### src/rtl/pipe_ctrl_pkg.sv
// Shared types and constants for the pipeline hazard controller.
package pipe_ctrl_pkg;

  typedef enum logic {
    MDU_IDLE = 1'b0,
    MDU_BUSY = 1'b1
  } mdu_state_e;

  localparam logic [4:0]  REG_ZERO  = 5'd0;
  localparam logic [31:0] STALL_SAT = 32'hFFFF_FFFF;

endpackage

### src/rtl/mdu_busy_timer.sv
// Multi-cycle MDU occupancy timer: counts down the busy window of a mult/div
// and flags its last cycle.
module mdu_busy_timer
  import pipe_ctrl_pkg::*;
#(
  parameter int MUL_CYCLES = 4,
  parameter int DIV_CYCLES = 32,
  parameter int CNT_W      = 6
) (
  input  logic clk,
  input  logic rst_n,
  input  logic start,
  input  logic is_div,
  input  logic hold,
  output logic busy,
  output logic done
);

  mdu_state_e       state_r, state_nx_s;
  logic [CNT_W-1:0] cnt_r, cnt_nx_s;

  // State and countdown registers; reset aborts any operation in flight.
  always_ff @(posedge clk or negedge rst_n) begin
    if (!rst_n) begin
      state_r <= MDU_IDLE;
      cnt_r   <= '0;
    end else begin
      state_r <= state_nx_s;
      cnt_r   <= cnt_nx_s;
    end
  end

  // Next-state: a start waits out a memory freeze, but a running count never pauses.
  always_comb begin
    state_nx_s = state_r;
    cnt_nx_s   = cnt_r;
    case (state_r)
      MDU_IDLE: begin
        if (start && !hold) begin
          state_nx_s = MDU_BUSY;
          cnt_nx_s   = is_div ? CNT_W'(DIV_CYCLES) : CNT_W'(MUL_CYCLES);
        end else begin
          state_nx_s = MDU_IDLE;
        end
      end
      MDU_BUSY: begin
        if (cnt_r == CNT_W'(32'd1)) begin
          state_nx_s = MDU_IDLE;
          cnt_nx_s   = '0;
        end else begin
          cnt_nx_s = cnt_r - CNT_W'(32'd1);
        end
      end
      default: begin
        state_nx_s = MDU_IDLE;
        cnt_nx_s   = '0;
      end
    endcase
  end

  assign busy = (state_r == MDU_BUSY);
  assign done = (state_r == MDU_BUSY) && (cnt_r == CNT_W'(32'd1));

endmodule

### src/rtl/pipe_hazard_ctrl.sv
// Pipeline register enable/flush generation for load-use, branch, memory-wait
// and MDU hazards. Build with MDU_STALL_EN to enable multi-cycle MDU stalls.
module pipe_hazard_ctrl
  import pipe_ctrl_pkg::*;
#(
  parameter int MUL_CYCLES = 4,
  parameter int DIV_CYCLES = 32,
  parameter int CNT_W      = 6
) (
  input  logic        clk,
  input  logic        rst_n,
  input  logic [4:0]  id_rs,
  input  logic [4:0]  id_rt,
  input  logic        id_use_rs,
  input  logic        id_use_rt,
  input  logic        id_hilo,
  input  logic        ex_memread,
  input  logic [4:0]  ex_wreg,
  input  logic        ex_br_taken,
  input  logic        mdu_start,
  input  logic        mdu_div,
  input  logic        mem_stall,
  output logic        pc_en,
  output logic        ifid_en,
  output logic        ifid_flush,
  output logic        idex_en,
  output logic        idex_flush,
  output logic        exmem_en,
  output logic        memwb_en,
  output logic        mdu_busy,
  output logic        mdu_done,
  output logic [31:0] stall_cnt
);

  logic        mdu_busy_s, mdu_done_s;
  logic        hilo_hz_s, loaduse_hz_s;
  logic        pc_en_s, ifid_en_s, ifid_flush_s, idex_en_s, idex_flush_s;
  logic        exmem_en_s, memwb_en_s;
  logic [31:0] stall_cnt_r;

`ifdef MDU_STALL_EN
  mdu_busy_timer #(
    .MUL_CYCLES (MUL_CYCLES),
    .DIV_CYCLES (DIV_CYCLES),
    .CNT_W      (CNT_W)
  ) u_mdu_timer (
    .clk    (clk),
    .rst_n  (rst_n),
    .start  (mdu_start),
    .is_div (mdu_div),
    .hold   (mem_stall),
    .busy   (mdu_busy_s),
    .done   (mdu_done_s)
  );
  assign hilo_hz_s = mdu_busy_s & id_hilo;
`else
  // Single-cycle MDU: these inputs have no effect on the controls.
  logic unused_mdu_s;
  assign unused_mdu_s = &{1'b0, mdu_start, mdu_div, id_hilo};
  assign mdu_busy_s   = 1'b0;
  assign mdu_done_s   = 1'b0;
  assign hilo_hz_s    = 1'b0;
`endif

  assign loaduse_hz_s = ex_memread && (ex_wreg != REG_ZERO) &&
                        ((id_use_rs && (id_rs == ex_wreg)) ||
                         (id_use_rt && (id_rt == ex_wreg)));

  // Priority: reset, memory freeze, taken branch, then ID-stage stalls.
  always_comb begin
    pc_en_s      = 1'b1;
    ifid_en_s    = 1'b1;
    ifid_flush_s = 1'b0;
    idex_en_s    = 1'b1;
    idex_flush_s = 1'b0;
    exmem_en_s   = 1'b1;
    memwb_en_s   = 1'b1;
    if (!rst_n) begin
      pc_en_s    = 1'b0;
      ifid_en_s  = 1'b0;
      idex_en_s  = 1'b0;
      exmem_en_s = 1'b0;
      memwb_en_s = 1'b0;
    end else if (mem_stall) begin
      // The frozen EX keeps a taken branch, which is applied on release.
      pc_en_s    = 1'b0;
      ifid_en_s  = 1'b0;
      idex_en_s  = 1'b0;
      exmem_en_s = 1'b0;
      memwb_en_s = 1'b0;
    end else if (ex_br_taken) begin
      ifid_flush_s = 1'b1;
      idex_flush_s = 1'b1;
    end else if (hilo_hz_s || loaduse_hz_s) begin
      pc_en_s      = 1'b0;
      ifid_en_s    = 1'b0;
      idex_flush_s = 1'b1;
    end else begin
      pc_en_s = 1'b1;
    end
  end

  // Saturating count of cycles in which the PC was held.
  always_ff @(posedge clk or negedge rst_n) begin
    if (!rst_n) begin
      stall_cnt_r <= 32'd0;
    end else if (!pc_en_s && (stall_cnt_r != STALL_SAT)) begin
      stall_cnt_r <= stall_cnt_r + 32'd1;
    end else begin
      stall_cnt_r <= stall_cnt_r;
    end
  end

  assign pc_en      = pc_en_s;
  assign ifid_en    = ifid_en_s;
  assign ifid_flush = ifid_flush_s;
  assign idex_en    = idex_en_s;
  assign idex_flush = idex_flush_s;
  assign exmem_en   = exmem_en_s;
  assign memwb_en   = memwb_en_s;
  assign mdu_busy   = mdu_busy_s;
  assign mdu_done   = mdu_done_s;
  assign stall_cnt  = stall_cnt_r;

endmodule

### config.mk
export PLATFORM = sky130hd
export DESIGN_NAME = pipe_hazard_ctrl
export DESIGN_NICKNAME = d
export VERILOG_FILES = /design/src/rtl/pipe_ctrl_pkg.sv /design/src/rtl/mdu_busy_timer.sv /design/src/rtl/pipe_hazard_ctrl.sv
export SDC_FILE = /design/constraint.sdc
export NUM_CORES = 1
export LEC_CHECK = 0
export ABC_AREA = 1
export CORE_MARGIN = 3
export CORE_UTILIZATION = 49
export DETAILED_ROUTE_END_ITERATION = 8
export PLACE_DENSITY = 0.79
export REMOVE_ABC_BUFFERS = 1
export SLEW_MARGIN = 20
export SYNTH_ARGS = -nofsm -noshare
export SYNTH_HDL_FRONTEND = slang
export SYNTH_SLANG_ARGS = --single-unit
### constraint.sdc
create_clock -name clk -period 2.5 [get_ports clk]
set_input_delay 0.75 -clock clk [delete_from_list [all_inputs] [get_ports clk]]
set_output_delay 0.75 -clock clk [all_outputs]
set_load 0.02 [all_outputs]
# Yosys cells after proc, flatten, opt, wreduce, memory -nomap -nowiden
# Cells that the tools add are included.
# word_totals
register_bits	32
input_bits	25
output_inout_bits	41
word_cells	26
# classes
addsub	1
eq_ne	3
mux	13
reduce_logical	8
# op_table
op	count
$add A32 B1 Y32 const B	1
$ne A32 B32 Y1 const B	1
$mux W1	13
$eq A5 B5 Y1	2
$logic_and A1 B1 Y1	5
$reduce_bool A5 Y1	1
$logic_not A1 Y1	1
$logic_or A1 B1 Y1	1

# Logic depth before layout (Yosys ltp)
# depth
depth_word	10
ltp_mapped	12
mapped_depth_nobuf	11

# Worst setup path after synthesis
# OpenSTA, ideal clock, no wires.
# synth_path
path_kind	in2out
from	input port mem_stall
to	output port pc_en
arrival_time_ns	2.110
setup_slack_ns	-0.360
stages	7
path_buffers	2
cell_sequence	inv_1 > nand2_1 > nor2_1 > clkinv_1 > clkbuf_1 > nand2_1 > buf_4
# synth_via
elab_chain_len	2
# synth_rtl
element	line_no	source
start, declared	pipe_hazard_ctrl.sv:22	input logic mem_stall,
$mux W1 (2 in a row)	n/a	
end, declared	pipe_hazard_ctrl.sv:23	output logic pc_en,
# No other way between the ends.

# Worst setup path after layout
# layout_path
from	input port id_rt[1]
to	output port pc_en
# layout_via
elab_chain_len	8
# layout_rtl
element	line_no	source
start, declared	pipe_hazard_ctrl.sv:13	input logic [4:0] id_rt,
$eq A5 B5 Y1	pipe_hazard_ctrl.sv:67	(id_use_rt && (id_rt == ex_wreg)));
$logic_and A1 B1 Y1	pipe_hazard_ctrl.sv:67	
$logic_or A1 B1 Y1	pipe_hazard_ctrl.sv:66	((id_use_rs && (id_rs == ex_wreg)) ||
$logic_and A1 B1 Y1	pipe_hazard_ctrl.sv:65	assign loaduse_hz_s = ex_memread && (ex_wreg != REG_ZERO) &&
$mux W1	pipe_hazard_ctrl.sv:94	end else if (hilo_hz_s || loaduse_hz_s) begin
$mux W1	pipe_hazard_ctrl.sv:91	end else if (ex_br_taken) begin
$mux W1	pipe_hazard_ctrl.sv:84	end else if (mem_stall) begin
$mux W1	pipe_hazard_ctrl.sv:78	if (!rst_n) begin
# No other way between the ends.

==> out/qor.txt <==
Outcome: finished clean
Synthesis Warnings: 0
Die area: 6070 µm²
PD cells: 447 nW/µm²
Max-cap violations: 0
Layout cells sized above 1: 0.110
CTS tree: yes
CP Max Fanout: 2
Initial antenna violation count: 0
First-pass GRT wire length: 11500 µm
Post-Syn Instances: 409
CTS Buf Count: 5
Crit-path slowest cell: dlygate4sd2_1
Clk_lat worst skew: 0.29 ns
Slew Limit Fails: 0
Yosys cell types: 21
Vias in the first global route: 2650
Top cells by area, synth: dfrtp_1 32%, nand2_1 29%, nor2_1 8.7%
Top FF cell, synth: dfrtp_1
Longest Clk Path Bufs: 2
#FFs+latches synth: 32
CTS Hold Bufs: 0
Fmax achieved: 409 MHz
Peak supply drop: 0.271 mV
Top-count cell post-synth: nand2_1
Area grow syn2layout: 28.3%
Die X: 77.9 µm
Initial Util: 0.523
CORE AREA: 4850 µm²
Worst Path Required: 1.75 ns
I/O pins: 66
Total Wirelength: 6700 µm
Cell Chain, Critical Path: dlygate4sd2_1, nand2_1, nand2_1, nor2_1, nand3_1, nand2_1, nand2_2, nand2_2, nand2_2, buf_6
Arrival @ worst endpoint: 1.69 ns
Vias/cell: 5.23
Syn avg cell area: 6.20 µm²
Clock skew: 0.00770 ns
Switching Fraction: 0.325
Clk pin slew, worst setup/hold paths: 0.07 ns
Grt total ovfl: 0
Util after Layout: 0.671
Psw: 474 µW
WHS: 0.538 ns
Average wire per standard cell: 12.5 µm
Tmin final: 2.44 ns
Largest net degree at the start of global routing: 35
Starting DRC count in detailed routing: 180
Leak: 0.00160 µW
N_diodes: 0
Vias post-DR: 2816
Slowest Stage Delay on Critical Path: 0.24 ns
IO buf count: 60
Top cells by count, synth: 194 x nand2_1, 59 x nor2_1, 34 x nand4_1
Reg power frac: 0.429
Worst Hold Class: reg -> reg
Combinational share of power: 0.270
Hpwl dp: 5110 µm
Final Hold Fails: 0
Crit end category: output port
TNS Setup: 0 ns
Post-route ant nets: 0
Share of Yosys cell area claimed by the top area cell type: 0.316
Critical path class: in -> out
Seq/Total Area, Yosys: 0.316
GPL Wtd Cong: 0.874
Max FFs per register: 32
H-Tree Level Count: 2
Drt drc: 0
Pint: 982 µW
Ratio of final minimum period to clock period: 0.977
GR Util All Layers: 0.230
Clk pwr share: 0.301
CTS sink count: 32
Pre-Repair DR Iteration Count: 4
Layout net count: 497
Post-synth EDFFs: 0
CTS root buf: clkbuf_8
Post-synthesis cell area: 2530 µm²
Synth async-reset ratio: 1.00
Synth area leader: dfrtp_1
Final setup violation count: 0
Rows: 25
Worst setup SP type: input pin
Die height: 77.9 µm
-- per-layer routing --
metal	vias to the layer above	GRT usage	part of all wire
met1	1287	0.296	0.46
met4	0	0.0734	0.016
met2	105	0.380	0.45
met5	-	0	0
li1	1413	-	-
met3	11	0.0557	0.073
-- worst paths after layout --
kind	from	to	slack, ns	cells past startpoint
hold reg to reg	stall_cnt[1]	stall_cnt[1]	0.54	2
setup reg to reg	stall_cnt[0]	stall_cnt[14]	0.44	9
max in group asynchronous	rst_n	stall_cnt[16]	1.46	2
setup / recovery	id_rt[1]	pc_en	0.06	10
hold / removal	stall_cnt[1]	stall_cnt[1]	0.54	2
min in group asynchronous	rst_n	stall_cnt[5]	0.74	2
-- power groups by stage --
stage | logic [µW] | clock network [µW] | registers (µW)
4_1_cts | 390 | 445 | 624
3_5_place_dp | 401 | 0 | 632
6_report | 392 | 438 | 625
2_1_floorplan | 169 | 0 | 673
3_3_place_gp | 394 | 0 | 633
5_1_grt | 432 | 470 | 634
-- area by class of cell --
cell class	instances	area, µm²
sequential	32	801
clock buffer	7	96.3
inverter	28	108
timing repair buffer	71	623
fill	452	1600
multi-input combinational	333	1540
tap	67	83.8
-- cells by family (layout without fill, tap and decap cells) --
family	count (synthesis)	count (layout)	synth area share
compound gates	2	2	0.00395
xor+xnor	15	15	0.0518
fa+ha+maj	1	1	0.00494
buf+inv	45	106	0.0859
flops	32	32	0.316
other cells	1	2	0.00148
simple gates	313	313	0.536
-- stage by stage --
stage,instances,setup WS [ns],total power (µW),cell area [µm²]
2_1_floorplan,393,-0.646,842,2430
3_3_place_gp,529,-0.738,1030,3180
3_5_place_dp,529,-0.795,1030,3180
4_1_cts,536,0.00421,1460,3240
5_1_grt,538,-0.00206,1540,3250
6_report,538,0.0566,1460,3250
-- repair_timing --
action | 4_1_cts | 5_1_grt
setup endpoints to repair | 7 | 7
gates resized for setup | 71 | 24
setup buffers | 0 | 2
pin swaps | 12 | 17
-- worst max-delay path, delay by kind of cell --
kind / cells / cell delay, ns
AND/OR/NAND/NOR: 8 / 0.58
buffers and inverters: 2 / 0.37
-- layout by cell type, fill, tap and decap left out --
cell type,synthesis,final
nand3b_1,15,15
nor2_1,59,58
inv_1,27,22
clkdlybuf4s50_1,0,35
clkbuf_8,0,7
nor3_1,1,1
buf_6,3,3
nand2_2,0,4
o21ai_2,0,1
dfrtp_1,32,32
nand3_1,3,3
nand3_2,4,4
buf_4,5,12
buf_2,6,6
conb_1,1,2
xor2_1,11,11
nor2_2,2,2
inv_2,0,5
o21ai_1,0,1
nand2_1,194,190
nand4_1,34,34
clkdlybuf4s15_1,0,5
xnor2_1,4,4
inv_4,0,1
nor2_4,1,2
clkbuf_2,0,5
ha_1,1,1
dlygate4sd2_1,0,5
Note: power is estimated with default switching activity, not from simulation.
